--- src/rtl/keypad_pkg.sv ---
// Key-code mapping and FSM state type shared by the keypad emulator and the
// scanner/decoder path.
package keypad_pkg;

    typedef enum logic [2:0] {
        IDLE,
        BOUNCE_IN,
        HELD,
        BOUNCE_OUT,
        GAP
    } kp_state_t;

    localparam logic [3:0] COL_IDLE = 4'hF;

    function automatic logic [1:0] key_row(input logic [3:0] code);
        return code[3:2];
    endfunction

    function automatic logic [1:0] key_col(input logic [3:0] code);
        return code[1:0];
    endfunction

endpackage

--- src/rtl/keypad_emulator_lfsr16.sv ---
// 16-bit Fibonacci LFSR (x^16+x^14+x^13+x^11+1), shifting toward the MSB,
// used as the contact-chatter source.
module lfsr16 (
    input  logic        clk,
    input  logic        reset,
    input  logic        en,
    input  logic [15:0] seed,
    output logic [15:0] q
);

    always_ff @(posedge clk) begin
        if (reset) begin
            q <= seed;
        end else if (en) begin
            q <= {q[14:0], q[15] ^ q[13] ^ q[12] ^ q[10]};
        end
    end

endmodule

--- src/rtl/keypad_emulator.sv ---
// 4x4 matrix-keypad responder: one emulated key press with optional chatter,
// driving active-low columns from the scanner's active-low row selects.
module keypad_emulator
    import keypad_pkg::*;
#(
    parameter int unsigned BOUNCE_CYCLES = 1024,
    parameter int unsigned GAP_CYCLES    = 256,
    parameter logic [15:0] LFSR_SEED     = 16'hACE1
) (
    input  logic        clk,
    input  logic        reset,
    input  logic        req,
    input  logic [3:0]  key_code,
    input  logic [15:0] hold_len,
    input  logic        bounce_en,
    input  logic [3:0]  r_sel,
    output logic [3:0]  col,
    output logic        busy,
    output logic        done,
    output logic        contact
);

    localparam logic [15:0] BOUNCE_LOAD = 16'(BOUNCE_CYCLES - 1);
    localparam logic [15:0] GAP_LOAD    = 16'(GAP_CYCLES - 1);

    kp_state_t   state;
    logic [15:0] cnt;
    logic [3:0]  key_q;
    logic [15:0] hold_load_q;
    logic        bounce_q;
    logic        start;
    logic [15:0] hold_load;
    logic        lfsr_en;
    logic [15:0] lfsr_q;

    assign start     = req && !done;
    assign hold_load = (hold_len == 16'd0) ? 16'd0 : hold_len - 16'd1;

    // Advance on every edge that enters or stays in a bounce phase, so that in
    // each bounce cycle the registered contact equals that cycle's LFSR bit 0.
    always_comb begin
        lfsr_en = 1'b0;
        case (state)
            IDLE:       lfsr_en = start && bounce_en;
            BOUNCE_IN:  lfsr_en = (cnt != 16'd0);
            HELD:       lfsr_en = (cnt == 16'd0) && bounce_q;
            BOUNCE_OUT: lfsr_en = (cnt != 16'd0);
            default:    lfsr_en = 1'b0;
        endcase
    end

    lfsr16 u_lfsr (
        .clk   (clk),
        .reset (reset),
        .en    (lfsr_en),
        .seed  (LFSR_SEED),
        .q     (lfsr_q)
    );

    always_ff @(posedge clk) begin
        if (reset) begin
            state       <= IDLE;
            cnt         <= '0;
            key_q       <= '0;
            hold_load_q <= '0;
            bounce_q    <= 1'b0;
            busy        <= 1'b0;
            done        <= 1'b0;
            contact     <= 1'b0;
        end else begin
            done <= 1'b0;
            case (state)
                IDLE: begin
                    if (start) begin
                        key_q       <= key_code;
                        hold_load_q <= hold_load;
                        bounce_q    <= bounce_en;
                        busy        <= 1'b1;
                        if (bounce_en) begin
                            state   <= BOUNCE_IN;
                            cnt     <= BOUNCE_LOAD;
                            contact <= lfsr_q[0];
                        end else begin
                            state   <= HELD;
                            cnt     <= hold_load;
                            contact <= 1'b1;
                        end
                    end
                end
                BOUNCE_IN: begin
                    if (cnt == 16'd0) begin
                        state   <= HELD;
                        cnt     <= hold_load_q;
                        contact <= 1'b1;
                    end else begin
                        cnt     <= cnt - 16'd1;
                        contact <= lfsr_q[0];
                    end
                end
                HELD: begin
                    if (cnt == 16'd0) begin
                        if (bounce_q) begin
                            state   <= BOUNCE_OUT;
                            cnt     <= BOUNCE_LOAD;
                            contact <= lfsr_q[0];
                        end else begin
                            state   <= GAP;
                            cnt     <= GAP_LOAD;
                            contact <= 1'b0;
                        end
                    end else begin
                        cnt <= cnt - 16'd1;
                    end
                end
                BOUNCE_OUT: begin
                    if (cnt == 16'd0) begin
                        state   <= GAP;
                        cnt     <= GAP_LOAD;
                        contact <= 1'b0;
                    end else begin
                        cnt     <= cnt - 16'd1;
                        contact <= lfsr_q[0];
                    end
                end
                GAP: begin
                    if (cnt == 16'd0) begin
                        state <= IDLE;
                        done  <= 1'b1;
                        busy  <= 1'b0;
                    end else begin
                        cnt <= cnt - 16'd1;
                    end
                end
                default: begin
                    state <= IDLE;
                end
            endcase
        end
    end

    always_comb begin
        col = COL_IDLE;
        if (contact && !r_sel[key_row(key_q)]) begin
            col[key_col(key_q)] = 1'b0;
        end
    end

endmodule

--- config.mk ---
export PLATFORM = sky130hd
export DESIGN_NAME = keypad_emulator
export DESIGN_NICKNAME = d
export VERILOG_FILES = /design/src/rtl/keypad_pkg.sv /design/src/rtl/keypad_emulator_lfsr16.sv /design/src/rtl/keypad_emulator.sv
export SDC_FILE = /design/constraint.sdc
export NUM_CORES = 1
export LEC_CHECK = 0
export CAP_MARGIN = 30
export CORE_MARGIN = 4
export CORE_UTILIZATION = 25
export CTS_BUF_LIST = sky130_fd_sc_hd__clkbuf_16
export DETAILED_ROUTE_END_ITERATION = 16
export GPL_TIMING_DRIVEN = 0
export HOLD_SLACK_MARGIN = 0.02
export SETUP_SLACK_MARGIN = 0.2
export SYNTH_ARGS = -nofsm -noshare
export SYNTH_HDL_FRONTEND = slang
export SYNTH_HIERARCHICAL = 1
export SYNTH_SLANG_ARGS = --single-unit
--- constraint.sdc ---
create_clock -name clk -period 2.9 [get_ports clk]
set_input_delay 0.58 -clock clk [delete_from_list [all_inputs] [get_ports clk]]
set_output_delay 0.58 -clock clk [all_outputs]
set_load 0.02 [all_outputs]
==> flow_metrics.tcl <==
set metrics [dict create \
    result_of_the_run "finished, final reports clean" \
    dr.first_iter.drc_count 298 \
    synth_area_leaders "sky130_fd_sc_hd__dfxtp_1, sky130_fd_sc_hd__edfxtp_1, sky130_fd_sc_hd__nor2_1, sky130_fd_sc_hd__a21oi_1, sky130_fd_sc_hd__nand2_1" \
    cts-htree-levels 3 \
    asyncSetResetFlopFracSynth_pct 0 \
    report.power.total_uw 2900 \
    detail_route.wl_per_cell_um 15.8 \
    synth.avg_cell_area_um2 8.91 \
    num-fill-cells 1465 \
    critPathCaptureType "output pin" \
    max-clock-path-buffers 2 \
    fp.coreArea_um2 14000 \
    worst_ep_required_time_ns 2.32 \
    first_global_vias 3217 \
    drt_first_pass_iters 5 \
    synth-seq-area-share_pct 37.3 \
    port_buffers 34 \
    flow.area_growth_from_synthesis_pct 27.3 \
    ir_worst_vdd_mv 0.272 \
    fp.dieW_um 128 \
    rows 43 \
    vias_per_cell 5.05 \
    power.density_cell_area_nw_per_um2 633 \
    clock_insertion_delay_worst_skew_ns 0.33 \
    antenna_cells_inserted 0 \
    finClkSkew_ns 0.00834 \
    post-dp-hpwl_um 7600 \
    relSlewSlack_pct 34.5 \
    cts.reportedPaths.clkPinSlew_ns 0.05 \
    synth_commonest_cells "sky130_fd_sc_hd__nor2_1, sky130_fd_sc_hd__dfxtp_1, sky130_fd_sc_hd__nand2_1, sky130_fd_sc_hd__a21oi_1, sky130_fd_sc_hd__nor3_1" \
    clk_root_buffer_cell "sky130_fd_sc_hd__clkbuf_16" \
    crit_fanout 3 \
    drt_wl_total_um 10300 \
    critical_path_arrival_ns 2.03 \
    yosysTopAreaCell "sky130_fd_sc_hd__dfxtp_1" \
    finalSetupViolations 0 \
    vias 3280 \
    p_leak_uw 0.00166 \
    design.die.area_um2 16400 \
    syn_inst 404 \
    unrepaired_setup_endpoints_after_global_routing "yes" \
    syn_area_um2 3600 \
    floorplan_die_height_um 128 \
    cts_hold_buffers 0 \
    cp-start-kind "primary input" \
    synth.most_common_cell "sky130_fd_sc_hd__nor2_1" \
    synth-main-ff-cell "sky130_fd_sc_hd__dfxtp_1" \
    numCtsBuffers 9 \
    maxClockFrequency_mhz 384 \
    netlist-cell-type-count 71 \
    floorplan.initialDensity_pct 25.7 \
    synthesis.yosys.warnings 6 \
    grt_antenna_before_repair 0 \
    finalHoldViolCount 0 \
    hold_path.class "register to register" \
    layout.nets 496 \
    synth_enable_flop_cells 16 \
    dpl-instance-area_um2 4220 \
    drcViolationCount 0 \
    finalInstanceArea_um2 4580 \
    antenna_violating_nets_post_route 0 \
    gr-usage-all-layers_pct 12.7 \
    layout_cell_share_with_drive_strength_beyond_1_pct 14.7 \
    period_minus_slack_ns 2.61 \
    final.period_utilization_pct 89.9 \
    cts_sink_count 59 \
    drv.max_cap_violation_count 0 \
    ys_seq_elements 59 \
    top_level_ports 35 \
    critPathKind "primary input to output pin" \
    worst_pin_slew_ns 0.974 \
    grt_max_degree 17 \
    grt_pass1_wl_um 16700 \
    number_of_max_slew_violations_in_the_final_report 0 \
    post-synth-top-area-fraction_pct 23.9 \
    gp_congestion 0.869 \
    cts_tree "built" \
    global_route.overflow_total 0 \
]
where the power goes:
part	internal (µW)	switching (µW)
Clock	828	364
Sequential	953	81.3
Combinational	293	380
Total	2070	825
routing by layer:
layer  track usage (%)  share of wire (%)
met5                 0                  0
met4              3.12                1.5
met3              3.62                7.1
met2              20.1                 44
met1              17.1                 47
critical path, cell delays in order:
cell and delay [ns]:
sky130_fd_sc_hd__clkdlybuf4s50_1 0.42, sky130_fd_sc_hd__mux4_2 0.51, sky130_fd_sc_hd__nor2b_4 0.14, sky130_fd_sc_hd__nor2b_2 0.17, sky130_fd_sc_hd__nand2_1 0.06, sky130_fd_sc_hd__buf_2 0.16
through the flow:
step | util (%) | cells | TNS (ns) | hold slack [ns] | setup WS [ns]
after floorplan | - | 418 | 0 | 0.432 | 0.459
final | 32.8 | 650 | 0 | 0.454 | 0.294
after detailed placement | 30.2 | 633 | -1.65 | 0.447 | -0.148
after global routing | 32.8 | 650 | 0 | 0.477 | 0.183
after CTS | 32.6 | 649 | 0 | 0.454 | 0.122
after global placement | 30.2 | 632 | -1.57 | 0.445 | -0.129
placed cells by master (no fill, tap or decap), types with 6 or more instances in the layout:
| master | synthesis | layout |
|---|---|---|
| sky130_fd_sc_hd__nor3_1 | 19 | 19 |
| sky130_fd_sc_hd__clkbuf_16 | 0 | 9 |
| sky130_fd_sc_hd__clkdlybuf4s50_1 | 0 | 30 |
| sky130_fd_sc_hd__nand3_1 | 9 | 9 |
| sky130_fd_sc_hd__nor2_1 | 45 | 45 |
| sky130_fd_sc_hd__buf_2 | 8 | 9 |
| sky130_fd_sc_hd__nor4_1 | 7 | 7 |
| sky130_fd_sc_hd__a211oi_1 | 13 | 13 |
| sky130_fd_sc_hd__nand2b_1 | 8 | 8 |
| sky130_fd_sc_hd__clkbuf_1 | 9 | 8 |
| sky130_fd_sc_hd__xor2_1 | 8 | 8 |
| sky130_fd_sc_hd__mux2_4 | 7 | 7 |
| sky130_fd_sc_hd__mux2_2 | 8 | 8 |
| sky130_fd_sc_hd__o21ai_0 | 15 | 15 |
| sky130_fd_sc_hd__a21oi_1 | 31 | 31 |
| sky130_fd_sc_hd__xnor2_1 | 8 | 8 |
| sky130_fd_sc_hd__inv_1 | 9 | 8 |
| sky130_fd_sc_hd__nand4_1 | 7 | 7 |
| sky130_fd_sc_hd__conb_1 | 2 | 16 |
| sky130_fd_sc_hd__dfxtp_1 | 43 | 43 |
| sky130_fd_sc_hd__o32ai_1 | 6 | 6 |
| sky130_fd_sc_hd__nand2_1 | 40 | 40 |
| sky130_fd_sc_hd__edfxtp_1 | 16 | 16 |
flip-flops by register name (all words and copies together), names as in the netlist:
name         cells
bounce_q         1
busy             1
cnt             16
contact          1
done             1
hold_load_q     16
key_q            4
state            3
u_lfsr/q        16
final timing paths:
| path | from | slack [ns] | cells after the start | end |
|---|---|---|---|---|
| worst max-delay path | r_sel[3] | 0.29 | 6 | col[2] |
| worst min-delay path | hold_load_q[11] | 0.45 | 2 | hold_load_q[11] |
| worst max register to register | cnt[1] | 0.32 | 11 | u_lfsr/q[0] |
| worst min register to register | hold_load_q[11] | 0.45 | 2 | hold_load_q[11] |
final cells by class:
class / count / area, µm² / area share [%]
Buffer: 23 / 143 / 3.11
Clock buffer: 9 / 225 / 4.92
Clock inverter: 7 / 106 / 2.32
Inverter: 9 / 33.8 / 0.737
Multi-Input combinational cell: 328 / 2170 / 47.4
Sequential cell: 59 / 1340 / 29.3
Tap cell: 180 / 225 / 4.92
Timing Repair Buffer: 35 / 335 / 7.32
cells by family (layout without fill, tap and decap cells):
group                    after synthesis  count (layout)  synth area share [%]
AO/OA/AOI/OAI                        101             101                  20.0
XOR/XNOR                              16              16                  3.89
adder cells (fa/ha/maj)                3               3                  1.04
buffers and inverters                 32              83                  4.69
flip-flops                            59              59                  37.3
multiplexers                          21              21                  7.44
other                                  2              16                 0.209
AND/OR/NAND/NOR                      170             171                  25.4
timing repair:
| action | in CTS | in global routing |
|---|---|---|
| gates cloned | 0 | 1 |
| setup buffers | 0 | 0 |
| resized for setup | 12 | 12 |
| endpoints found under the setup margin | 20 | 23 |
| pin swaps | 0 | 3 |
(Power assumes the default switching activity.)
